[src/rtl/acq_sequencer.sv]
// Acquisition scheduler: run/stop/single control, auto-trigger timeout, and
// vblank-aligned buffer swap. Optional frame counter under ACQ_FRAME_COUNT_EN.
module acq_sequencer #(
  parameter int unsigned AUTO_TIMEOUT = 1000000,
  parameter int unsigned HOLDOFF      = 4096,
  parameter int unsigned VBLANK_LINE  = 768
) (
  input  logic        clk,
  input  logic        rst,
  input  logic        btn_run,
  input  logic        btn_single,
  input  logic        mode_auto,
  input  logic        trig_hit,
  input  logic        capture_done,
  input  logic [10:0] vcount,
  output logic        arm,
  output logic        force_trig,
  output logic        swap_req,
  output logic        running,
  output logic [2:0]  state_dbg,
  output logic [15:0] frame_count
);

  localparam int unsigned TO_W = $clog2(AUTO_TIMEOUT) + 1;
  localparam int unsigned HO_W = $clog2(HOLDOFF) + 1;

  typedef enum logic [2:0] {
    S_IDLE     = 3'd0,
    S_ARMED    = 3'd1,
    S_CAPTURE  = 3'd2,
    S_WAIT_VBL = 3'd3,
    S_SWAP     = 3'd4,
    S_HOLDOFF  = 3'd5
  } state_t;

  state_t            state, state_d;
  logic              single, single_d;
  logic              stop_pend, stop_pend_d;
  logic [TO_W-1:0]   to_cnt, to_cnt_d;
  logic [HO_W-1:0]   ho_cnt, ho_cnt_d;
  logic              force_trig_d;

  // State, flags, timers and registered outputs
  always_ff @(posedge clk or posedge rst) begin
    if (rst) begin
      state      <= S_IDLE;
      single     <= 1'b0;
      stop_pend  <= 1'b0;
      to_cnt     <= '0;
      ho_cnt     <= '0;
      arm        <= 1'b0;
      force_trig <= 1'b0;
      swap_req   <= 1'b0;
      running    <= 1'b0;
    end else begin
      state      <= state_d;
      single     <= single_d;
      stop_pend  <= stop_pend_d;
      to_cnt     <= to_cnt_d;
      ho_cnt     <= ho_cnt_d;
      arm        <= (state_d == S_ARMED);
      force_trig <= force_trig_d;
      swap_req   <= (state_d == S_SWAP);
      running    <= (state_d != S_IDLE);
    end
  end

  assign state_dbg = state;

  // Next-state logic; timers clear whenever their state is not active
  always_comb begin
    state_d      = state;
    single_d     = single;
    stop_pend_d  = stop_pend;
    to_cnt_d     = '0;
    ho_cnt_d     = '0;
    force_trig_d = 1'b0;
    case (state)
      S_IDLE: begin
        if (btn_run) begin
          state_d  = S_ARMED;
          single_d = 1'b0;
        end else if (btn_single) begin
          state_d  = S_ARMED;
          single_d = 1'b1;
        end
      end
      S_ARMED: begin
        if (btn_single) single_d = 1'b1;
        if (btn_run) begin
          state_d     = S_IDLE;
          single_d    = 1'b0;
          stop_pend_d = 1'b0;
        end else if (trig_hit) begin
          state_d = S_CAPTURE;
        end else if (mode_auto && to_cnt == TO_W'(AUTO_TIMEOUT - 1)) begin
          state_d      = S_CAPTURE;
          force_trig_d = 1'b1;
        end else if (mode_auto) begin
          to_cnt_d = to_cnt + TO_W'(1);
        end
      end
      S_CAPTURE: begin
        if (btn_run)      stop_pend_d = 1'b1;
        if (btn_single)   single_d    = 1'b1;
        if (capture_done) state_d     = S_WAIT_VBL;
      end
      S_WAIT_VBL: begin
        if (btn_run)    stop_pend_d = 1'b1;
        if (btn_single) single_d    = 1'b1;
        if (vcount == 11'(VBLANK_LINE)) state_d = S_SWAP;
      end
      S_SWAP: begin
        // A stop/single arriving on the swap cycle itself still ends the run
        state_d     = (single || stop_pend || btn_run || btn_single) ? S_IDLE : S_HOLDOFF;
        single_d    = 1'b0;
        stop_pend_d = 1'b0;
      end
      S_HOLDOFF: begin
        if (btn_single) single_d = 1'b1;
        if (btn_run) begin
          state_d     = S_IDLE;
          single_d    = 1'b0;
          stop_pend_d = 1'b0;
        end else if (ho_cnt == HO_W'(HOLDOFF - 1)) begin
          state_d = S_ARMED;
        end else begin
          ho_cnt_d = ho_cnt + HO_W'(1);
        end
      end
      default: state_d = S_IDLE;
    endcase
  end

`ifdef ACQ_FRAME_COUNT_EN
  logic [15:0] frame_cnt;

  // Completed swaps, wrapping at 16 bits
  always_ff @(posedge clk or posedge rst) begin
    if (rst)           frame_cnt <= 16'h0000;
    else if (swap_req) frame_cnt <= frame_cnt + 16'd1;
  end

  assign frame_count = frame_cnt;
`else
  assign frame_count = 16'h0000;
`endif

endmodule

[config.mk]
export PLATFORM = sky130hd
export DESIGN_NAME = acq_sequencer
export DESIGN_NICKNAME = d
export VERILOG_FILES = /design/src/rtl/acq_sequencer.sv
export SDC_FILE = /design/constraint.sdc
export NUM_CORES = 1
export LEC_CHECK = 0
export ABC_AREA = 1
export ABC_CLOCK_PERIOD_IN_PS = 2100
export CORE_UTILIZATION = 53
export DETAILED_ROUTE_END_ITERATION = 16
export GPL_TIMING_DRIVEN = 0
export HOLD_SLACK_MARGIN = 0.05
export PLACE_DENSITY = 0.76
export SLEW_MARGIN = 20
export SYNTH_ARGS = -nofsm -noshare
export SYNTH_HDL_FRONTEND = slang
export SYNTH_SLANG_ARGS = --single-unit
[constraint.sdc]
create_clock -name clk -period 2.1 [get_ports clk]
set_clock_uncertainty 0.2 [all_clocks]
set_input_delay 0.21 -clock clk [delete_from_list [all_inputs] [get_ports clk]]
set_output_delay 0.21 -clock clk [all_outputs]
set_load 0.05 [all_outputs]
==> impl_metrics.ini <==
[sta]
fin_crit_sh = 0.958
rsz0062_at_grt = no
fin_crit_ns = 2.01
timing.fmax_mhz = 497
final-setup-viol-count = 0
tightest_slew_ns = 0.510
final-hold-violation-count = 0
relSlewSlack = 0.659
finalMaxSlewViolations = 0

[worst_setup_path]
cp_num_buf_inv = 1
regToRegStartpoint = to_cnt[0]$_DFF_PP0_
cp_cell_sequence = clkdlybuf4s50_1
startpoint = state_dbg[2]$_DFF_PP0_
start_kind = flip-flop
path_depth = 1
path_delay_family = buffers and inverters
crit_type = reg -> out
critPathCaptureType = output port
path_max_fanout = 6
crit_required_ns = 1.69
slowest_delay_ns = 0.84
slowest_stage = clkdlybuf4s50_1
worstRegToRegCells = 8
worstPathArrival_ns = 1.60

[yosys]
yosysUniqueCellTypes = 34
synth_top_area_cell = dfrtp_1
synth_seq_cells = 43
synthTopCellsByArea = dfrtp_1 (42%), nor2_1 (8.6%), nand2_1 (8.3%)
synth_most_common_cell = nor2_1
synthTopCellsByCount = nor2_1 (58), nand2_1 (56), dfrtp_1 (43)
synth-seq-area-share = 0.424
synth_ff_type = dfrtp_1
syn_avg_cell_area_um2 = 7.87
synth-edff-count = 0
synthArstFlopShare = 1.00
synth_cells = 322
netlist_area_um2 = 2530
synth.top_cell.area_share = 0.424
yosys_warnings = 0

[global_routing]
antenna_found_initial = 0
grt_overflow = 0
grt_max_degree = 33
grt_util_all_layers = 0.212
grt_pass1_vias = 2035
grt_pass1_wl_mm = 8.54

[outcome]
status = completed

[detailed_routing]
dr_total_vias = 2051
wire_per_inst_um = 11.5
dr.pass1.iters = 4
dr.first_iter.drc_count = 89
wl_mm = 4.85
drc = 0
viasPerCell = 4.85
drt.antenna.violating_nets = 0

[floorplanning]
core_um2 = 4470
die_y_um = 71.2
initial_core_util = 0.567
die_area_um2 = 5060
io_pins = 41
die_width_um = 71.2
rows = 24

[clocking]
cts_sinks = 43
clock_path_buffers = 2
cts-htree-levels = 2
clkLatencyLatePin_ns = 0.30
cts_buffers = 5
cts.clk_slew.worst_paths_ns = 0.08
ctsRootBufferMaster = clkbuf_8
cts_tree = yes

[final_layout]
fin_area_um2 = 3020
antenna_cells = 0
drive_gt1_frac = 0.183
area_delta_synth_final_pct = 19.1
fill_cells = 404
num-nets-final = 390

[pwr]
power_density_nw_per_um2 = 687
peakVddDrop_mv = 0.622
p_leak_nw = 1.37
finalPower_mw = 2.07

[job]
drv_cap = 0

[min_path]
hold_path.class = reg -> reg
min-delay-start = ho_cnt[0]$_DFF_PP0_
worstHoldPathCells = 1

[placed_design]
place_congestion = 0.893
io_buffer_count = 24
dpl-instance-area_um2 = 2920
detailed_place_hpwl_mm = 3.71
-- power breakdown --
group          switching [mW]  internal [mW]
clock network           0.291          0.231
logic                   0.404          0.208
registers              0.0541          0.884
-- path summary, 6_finish.rpt --
kind	end	slack (ns)
min	ho_cnt[0]$_DFF_PP0_	0.28
max	state_dbg[2]	0.09
max reg2reg	to_cnt[19]$_DFF_PP0_	0.27
min reg2reg	ho_cnt[0]$_DFF_PP0_	0.28
min in group asynchronous	ho_cnt[5]$_DFF_PP0_	0.51
max in group asynchronous	swap_req$_DFF_PP0_	0.74
-- registers in the layout, indices dropped and copies added (netlist names) --
register    flops
single          1
to_cnt         21
stop_pend       1
force_trig      1
arm             1
state_dbg       3
swap_req        1
running         1
ho_cnt         13
-- what timing repair did --
item / 4_1_cts / 5_1_grt
buffers inserted: 0 / 0
hold buffers: 1 / 0
endpoints found under the hold margin: 11 / 0
setup endpoints to repair: 0 / 1
resized for setup: 0 / 1
-- layer usage --
metal / GRT usage / routed length, um
met4: 0.0600 / 48
met5: 0 / 0
met3: 0.0541 / 199
met1: 0.269 / 2260
met2: 0.358 / 2350
-- cell families (layout without fill, tap and decap cells) --
| logic type | Yosys count | in the layout | synth area share |
|---|---|---|---|
| xor gates and xnor gates | 9 | 9 | 0.0311 |
| other | 1 | 16 | 0.00148 |
| AOI/OAI and AO/OA | 28 | 28 | 0.0647 |
| and+or+nand+nor | 177 | 177 | 0.350 |
| buffers and inverters | 62 | 96 | 0.118 |
| DFF | 43 | 43 | 0.424 |
| adders and majority gates | 2 | 2 | 0.00987 |
-- placed cells by master (no fill, tap or decap), types with 8 or more instances in the layout --
cell type,n
a21oi_1,15
buf_4,16
clkdlybuf4s50_1,23
conb_1,16
dfrtp_1,43
inv_1,38
nand2_1,56
nand3_1,12
nand4_1,8
nor2_1,58
nor2_2,8
nor2_4,8
-- area by class of cell --
cell class	instances	area (um2)	share of cell area
well taps	52	65.1	0.0216
clock inverters	3	20.0	0.00663
plain buffers	17	131	0.0435
multi-input cells	232	1210	0.403
clock buffers	5	68.8	0.0228
flip-flops and latches	43	1080	0.357
repair buffers	26	273	0.0904
inverters	45	169	0.0560
-- metrics by stage --
step	hold slack [ns]	util	std cells	setup TNS [ns]	setup WS, ns
final	0.275	0.674	423	0	0.0873
after global routing	0.302	0.674	423	0	0.0219
after CTS	0.286	0.674	423	0	0.0277
after detailed placement	0.275	0.652	414	0	0.232
after global placement	0.255	0.647	413	-6.43	-0.151
after floorplan	0.190	-	337	0	0.316
(Power assumes the default switching activity.)
